===== config.mk =====
export PLATFORM = sky130hd
export DESIGN_NAME = tx_bit_timer
export DESIGN_NICKNAME = d
export VERILOG_FILES = /design/src/rtl/tx_bit_timer.sv
export SDC_FILE = /design/constraint.sdc
export NUM_CORES = 1
export LEC_CHECK = 0
export ABC_AREA = 0
export CAP_MARGIN = 20
export CELL_PAD_IN_SITES_DETAIL_PLACEMENT = 2
export CELL_PAD_IN_SITES_GLOBAL_PLACEMENT = 2
export CORE_MARGIN = 3
export CORE_UTILIZATION = 31
export CTS_CLUSTER_DIAMETER = 30
export DETAILED_ROUTE_END_ITERATION = 12
export PLACE_DENSITY = 0.9
export REMOVE_ABC_BUFFERS = 1
export SETUP_SLACK_MARGIN = 0.15
export SLEW_MARGIN = 20
export SYNTH_ARGS = -nofsm -noshare
export SYNTH_HDL_FRONTEND = slang
export SYNTH_SLANG_ARGS = --single-unit
export TNS_END_PERCENT = 20

===== constraint.sdc =====
create_clock -name clk -period 5.25 [get_ports clk]
set_clock_uncertainty 0.2 [all_clocks]
set_input_delay 0.7875 -clock clk [delete_from_list [all_inputs] [get_ports clk]]
set_output_delay 0.7875 -clock clk [all_outputs]
set_load 0.02 [all_outputs]

===== src/rtl/tx_bit_timer.sv =====
// tx_bit_timer: bit-period strobe generator for a serial transmitter whose
// bit period is a non-integer number of clocks. CYCLES_PER_GROUP clocks
// carry BITS_PER_GROUP bit strobes, placed at phase positions
// floor(k*CYCLES_PER_GROUP/BITS_PER_GROUP)-1 for k = 1..BITS_PER_GROUP.
// Strobes are counted into bytes of BITS_PER_BYTE bits; stuffed bits
// (stuff_hold) consume a bit period without advancing the bit count.
//
// Optional feature macro: TX_BYTE_COUNT_EN adds a saturating byte_count
// output that increments on every byte_done.
module tx_bit_timer #(
    parameter int CYCLES_PER_GROUP = 25,
    parameter int BITS_PER_GROUP   = 3,
    parameter int BITS_PER_BYTE    = 8,
    parameter int BYTE_CNT_W       = 8
) (
    input  logic                                clk,
    input  logic                                n_rst,
    input  logic                                enable,
    input  logic                                clear,
    input  logic                                stuff_hold,
    output logic                                bit_strobe,
    output logic                                byte_done,
    output logic [$clog2(BITS_PER_BYTE)-1:0]    bit_index,
    output logic [$clog2(CYCLES_PER_GROUP)-1:0] phase
`ifdef TX_BYTE_COUNT_EN
    ,
    output logic [BYTE_CNT_W-1:0]               byte_count
`endif
);

    localparam int PH_W = $clog2(CYCLES_PER_GROUP);
    localparam int BI_W = $clog2(BITS_PER_BYTE);
    localparam int PI_W = (BITS_PER_GROUP > 1) ? $clog2(BITS_PER_GROUP) : 1;
    localparam int PT_N = 2 ** PI_W;

    localparam logic [PH_W-1:0] PH_LAST = PH_W'(CYCLES_PER_GROUP - 1);
    localparam logic [BI_W-1:0] BI_LAST = BI_W'(BITS_PER_BYTE - 1);
    localparam logic [PI_W-1:0] PI_LAST = PI_W'(BITS_PER_GROUP - 1);

    // Refuse to elaborate with a parameter set the timing scheme cannot honour.
    if (CYCLES_PER_GROUP < 2 || BITS_PER_GROUP < 1 ||
        BITS_PER_GROUP > CYCLES_PER_GROUP || BITS_PER_BYTE < 2 ||
        BYTE_CNT_W < 1) begin : g_param_check
        $error("tx_bit_timer: illegal parameter combination");
    end

    // Phase value at which strobe k (1-based) of a group fires. Only ever
    // evaluated with elaboration constants, so no divider is built.
    function automatic logic [PH_W-1:0] strobe_pos(input int k);
        return PH_W'((k * CYCLES_PER_GROUP) / BITS_PER_GROUP - 1);
    endfunction

    // Constant lookup of strobe positions, indexed by the group position.
    // Entries beyond BITS_PER_GROUP are unreachable and filled with the
    // group's last phase so the table is fully defined.
    logic [PH_W-1:0] pos_tbl [PT_N];

    for (genvar k = 0; k < PT_N; k++) begin : g_pos
        if (k < BITS_PER_GROUP) begin : g_live
            assign pos_tbl[k] = strobe_pos(k + 1);
        end else begin : g_pad
            assign pos_tbl[k] = PH_LAST;
        end
    end

    logic [PI_W-1:0] grp_idx;
    logic [PI_W-1:0] grp_idx_nxt;
    logic [PH_W-1:0] phase_nxt;
    logic [BI_W-1:0] bit_index_nxt;
    logic            strobe_nxt;
    logic            done_nxt;
    logic            hit;

    // A strobe is due when the phase reaches the current group position.
    assign hit = (phase == pos_tbl[grp_idx]);

    // Next-state decode: clear wins over enable; outputs are one-cycle pulses.
    always_comb begin
        phase_nxt     = phase;
        grp_idx_nxt   = grp_idx;
        bit_index_nxt = bit_index;
        strobe_nxt    = 1'b0;
        done_nxt      = 1'b0;
        if (clear) begin
            phase_nxt     = '0;
            grp_idx_nxt   = '0;
            bit_index_nxt = '0;
        end else if (enable) begin
            phase_nxt = (phase == PH_LAST) ? '0 : phase + 1'b1;
            if (hit) begin
                strobe_nxt  = 1'b1;
                grp_idx_nxt = (grp_idx == PI_LAST) ? '0 : grp_idx + 1'b1;
                // A stuffed bit occupies the slot but is not a data bit.
                if (!stuff_hold) begin
                    if (bit_index == BI_LAST) begin
                        bit_index_nxt = '0;
                        done_nxt      = 1'b1;
                    end else begin
                        bit_index_nxt = bit_index + 1'b1;
                    end
                end
            end
        end
    end

    // State and registered output pulses; reset abandons any partial byte.
    always_ff @(posedge clk or negedge n_rst) begin
        if (!n_rst) begin
            phase      <= '0;
            grp_idx    <= '0;
            bit_index  <= '0;
            bit_strobe <= 1'b0;
            byte_done  <= 1'b0;
        end else begin
            phase      <= phase_nxt;
            grp_idx    <= grp_idx_nxt;
            bit_index  <= bit_index_nxt;
            bit_strobe <= strobe_nxt;
            byte_done  <= done_nxt;
        end
    end

`ifdef TX_BYTE_COUNT_EN
    // Increment that sticks at all-ones instead of wrapping.
    function automatic logic [BYTE_CNT_W-1:0] sat_inc(input logic [BYTE_CNT_W-1:0] v);
        return (&v) ? v : v + 1'b1;
    endfunction

    // Completed-byte counter, updated together with the byte_done pulse.
    always_ff @(posedge clk or negedge n_rst) begin
        if (!n_rst) begin
            byte_count <= '0;
        end else if (clear) begin
            byte_count <= '0;
        end else if (done_nxt) begin
            byte_count <= sat_inc(byte_count);
        end
    end
`endif

endmodule

# Yosys cells after proc, flatten, opt, wreduce, memory -nomap -nowiden
# Cells that the tools add are included.
# word_totals
register_bits	12
# op_classes
n_eq_ne	5
add_sub_neg	3
n_reduce_logical	4
muxes	23
bitwise_logic	1
n_lt_le_gt_ge	1
# ops
op	n
$mux W5	5
$mux W3	5
$bmux W5 S2	1
$mux W1	8
$mux W2	4
$add A5 B1 Y5 const B	1
$eq A5 B5 Y1	1
$eq A5 B5 Y1 const B	1
$reduce_bool A2 Y1	2
$add A3 B1 Y3 const B	1
$eq A3 B3 Y1 const B	1
$ge A3 B3 Y1 const B	1
$not A2 Y3	1
$reduce_and A3 Y1	1
$add A2 B1 Y2 const B	1
$eq A2 B2 Y1 const B	1
$ne A2 B2 Y1 const B	1
$reduce_and A2 Y1	1

# Logic depth before layout (Yosys ltp)
# depth
word_depth	8
depth_mapped	5
mapped_depth_nobuf	5

# Least setup slack after synthesis
# No wires, ideal clock.
# synth_timing
path_kind	reg-to-reg
from	register phase[3]
to	register bit_index[0]
period_less_slack_ns	1.949
path_buffers	0
setup_time_ns	0.078
arrival_time_ns	1.672
required_time_ns	4.972
stages_incl_launch_ff	5
path_slack_ns	3.301
cell_sequence	dfrtp_1 > or3_1 > a211o_1 > or4_1 > a21oi_1
# synth_via
elab_chain_cells	3
# synth_lines
element	line_no	rtl
from (decl)	24	output logic [$clog2(CYCLES_PER_GROUP)-1:0] phase
from (signal assigned)	115	phase <= phase_nxt;
$eq A5 B5 Y1	75	assign hit = (phase == pos_tbl[grp_idx]);
$reduce_bool A2 Y1 (no line)	--	
$reduce_and A3 Y1 (no line)	--	
to (signal assigned)	117	bit_index <= bit_index_nxt;
to (decl)	23	output logic [$clog2(BITS_PER_BYTE)-1:0] bit_index,
# Every way passes these cells.
# A chain may end at the register's enable or synchronous reset.

# Final worst setup path
# layout_timing
from	input enable
to	register bit_index[0]
# layout_via
elab_chain_cells	2
# layout_lines
element	line_no	rtl
from (decl)	18	input logic enable,
$reduce_bool A2 Y1 (no line)	--	
$reduce_and A3 Y1 (no line)	--	
# Every way passes these cells.

==> results.yml <==
clocking:
  htree_levels: 1
  clockBufferDepth: 2
  root_buffer: "clkbuf_4"
  clock_latency_ns: 0.27
  cts_tree: "done"
  clkSinkCount: 12
  cts_setup_buffers: 0
  clkTransAtPathRegs_ns: 0.07
  cts_made_buffers: 3
  cts_resized: 0
  postCtsHoldBufs: 0
worst_setup_path:
  cp-end-kind: "flip-flop"
  max_stage_delay_ns: 0.58
  critPathRequiredTime_ns: 5.24
  path_buf_inv: 2
  path_class: "input port to flip-flop"
  startpoint: "enable"
  critical_path.max_fanout: 6
  arrival_ns: 2.40
  cpLargestDelayFamily: "buffers and inverters"
  ff2ff_setup_slack_ns: 3.16
  timing.rr.start: "phase[1]"
  crit_path_top_delay_cell: "clkdlybuf4s50_1"
  r2r_cells: 4
  reg2reg_to: "bit_index[0]"
  endpoint: "bit_index[0]"
  path_cells: "clkdlybuf4s50_1 -> inv_1 -> a211o_1 -> or4_1 -> a21oi_1"
  cp.depth: 5
  start_kind: "input port"
floorplanning:
  initial_utilization_pct: 35.2
  design.core.area_sq_um: 1840
  fp.dieH_microns: 51.7
  dieArea_sq_um: 2670
  die_w_microns: 51.7
  ioPinCount: 15
  row_count: 15
sta:
  slew-limit-headroom_pct: 64.5
  final_hold_viol_count: 0
  rsz0062_at_grt: "no"
  setup_viol: 0
  clock.fmax_mhz: 415
  post-route-min-period_ns: 2.41
  holdWs_ns: 0.405
  period_share_pct: 45.9
  tightest_slew_ns: 0.531
  finalMaxSlewViolations: 0
  tns_ns: 0
  postLayoutSetupSlackWorst_ns: 2.84
routing:
  first_iter_violations: 4
  wl_microns: 1730
  vias: 543
  vias_per_cell: 5.17
  ant_nets: 0
  drc: 0
  wl_per_cell_microns: 16.4
  first_pass_iters: 4
logic_synthesis:
  netlist_area_sq_um: 647
  synth_area_per_cell_sq_um: 10.3
  async_flop_share_pct: 100
  synth_edf_count: 0
  synth_top_area_share_pct: 46.4
  synth_cells: 63
  synth_top_area_cell: "dfrtp_1"
  synth_cell_types: 24
  synth_seq_cells: 12
  synth_common_cells: "dfrtp_1, nor2_1, o21ai_0"
  yosysSeqAreaShare_pct: 46.4
  yosysWarnings: 0
  synth.most_common_cell: "dfrtp_1"
  synth_flop_cell: "dfrtp_1"
  synth_area_leaders: "dfrtp_1, ha_1, mux2i_1"
pwr:
  combPwrFrac_pct: 10.6
  p_leak_nw: 0.395
  peakVddDrop_mv: 0.112
  p_sw_share_pct: 22.4
  seqPwrFrac_pct: 51.3
  totalPowerFinal_w: 0.000186
  switching_power_w: 0.0000417
  clockPowerShare_pct: 38.0
  p_int_w: 0.000144
  power-per-cell-area_nw_per_um2: 219
grt:
  grt_pass1_wl_microns: 2950
  grt_max_degree: 15
  grt_use_total_pct: 15.6
  antenna_found_initial: 0
  grt_pass1_vias: 629
  grt.overflow.total: 0
job:
  maxCapViolCount: 0
final_layout:
  fin_util_pct: 46.3
  fillers: 208
  area_growth_syn_to_layout_pct: 31.5
  final_layout_size_suffix_gt1_share_pct: 6.25
  n_antenna_cell: 0
  final_nets: 90
place:
  io_buffer_count: 14
  dp_slack_ns: 2.55
  dp_hpwl_microns: 1340
  place_congestion: 0.840
min_path:
  hold_path_class: "flip-flop to flip-flop"
outcome:
  status: "finished, final reports clean"
-- state kept, by name (all words and copies together) (netlist names) --
signal	cells
byte_done	1
grp_idx	2
bit_strobe	1
phase	5
bit_index	3
-- metrics by stage --
step / cells / area [sq um]
floorplan: 62 / 643
global placement: 101 / 815
detailed placement: 101 / 815
CTS: 105 / 851
global route: 105 / 851
finish: 105 / 851
-- worst min path at each step --
stage / start / to / slack [ns] / depth (start not counted)
global route: bit_index[0] / bit_index[0] / 0.43 / 2
finish: bit_index[1] / bit_index[1] / 0.40 / 2
floorplan: n_rst / bit_index[0] / 0.29 / 0
detailed placement: bit_index[1] / bit_index[1] / 0.40 / 2
global placement: grp_idx[0] / grp_idx[0] / 0.37 / 2
CTS: bit_index[1] / bit_index[1] / 0.41 / 2
-- metal layers --
| metal | vias to the layer above | track usage, % | share of wire [%] | routed length, microns |
|---|---|---|---|---|
| li1 | 264 | - | - | - |
| met1 | 268 | 16.3 | 43 | 738 |
| met2 | 9 | 28.8 | 53 | 915 |
| met3 | 2 | 5.16 | 3.1 | 54 |
| met4 | 0 | 5.24 | 0.93 | 16 |
| met5 | - | 0 | 0 | 0 |
-- cell usage in the layout (no fill, tap or decap), types with 2 or more instances in the layout --
| master | n |
|---|---|
| clkbuf_4 | 3 |
| or3_1 | 2 |
| ha_1 | 4 |
| nand4b_1 | 2 |
| a21oi_1 | 4 |
| o21ai_0 | 6 |
| inv_1 | 3 |
| clkdlybuf4s50_1 | 14 |
| xor2_1 | 3 |
| dfrtp_1 | 12 |
| nor2b_1 | 2 |
| nor4b_1 | 2 |
| mux2i_1 | 3 |
| nor2_1 | 8 |
-- power by group through the flow --
stage / clock [W] / combinational [W] / sequential (W)
floorplan: 0 / 0.00000636 / 0.0000985
global placement: 0 / 0.0000188 / 0.0000973
detailed placement: 0 / 0.0000195 / 0.0000973
CTS: 0.0000741 / 0.0000204 / 0.0000955
global route: 0.0000806 / 0.0000222 / 0.0000957
finish: 0.0000708 / 0.0000198 / 0.0000955
-- logic make-up (layout without fill, tap and decap cells) --
logic type / after synthesis / in the layout / share of synthesized area, %
buf+inv: 4 / 21 / 2.32
xor+xnor: 3 / 3 / 4.06
fa+ha+maj: 4 / 4 / 7.74
mux: 4 / 4 / 6.38
flops: 12 / 12 / 46.4
compound gates: 16 / 16 / 15.5
simple gates: 20 / 20 / 17.6
-- cell type report --
type	count	area, sq um	area share [%]
inverters	3	11.3	1.32
flip-flops and latches	12	300	35.3
multi-input cells	47	332	39.0
clock buffers	4	36.3	4.26
repair buffers	14	140	16.5
well taps	25	31.3	3.68
-- worst min-delay path: stages, from the launching register on --
cell     delay (ns)
dfrtp_1        0.40
o21ai_0        0.10
a21oi_1        0.07
Note: power is estimated with default switching activity, not from simulation.
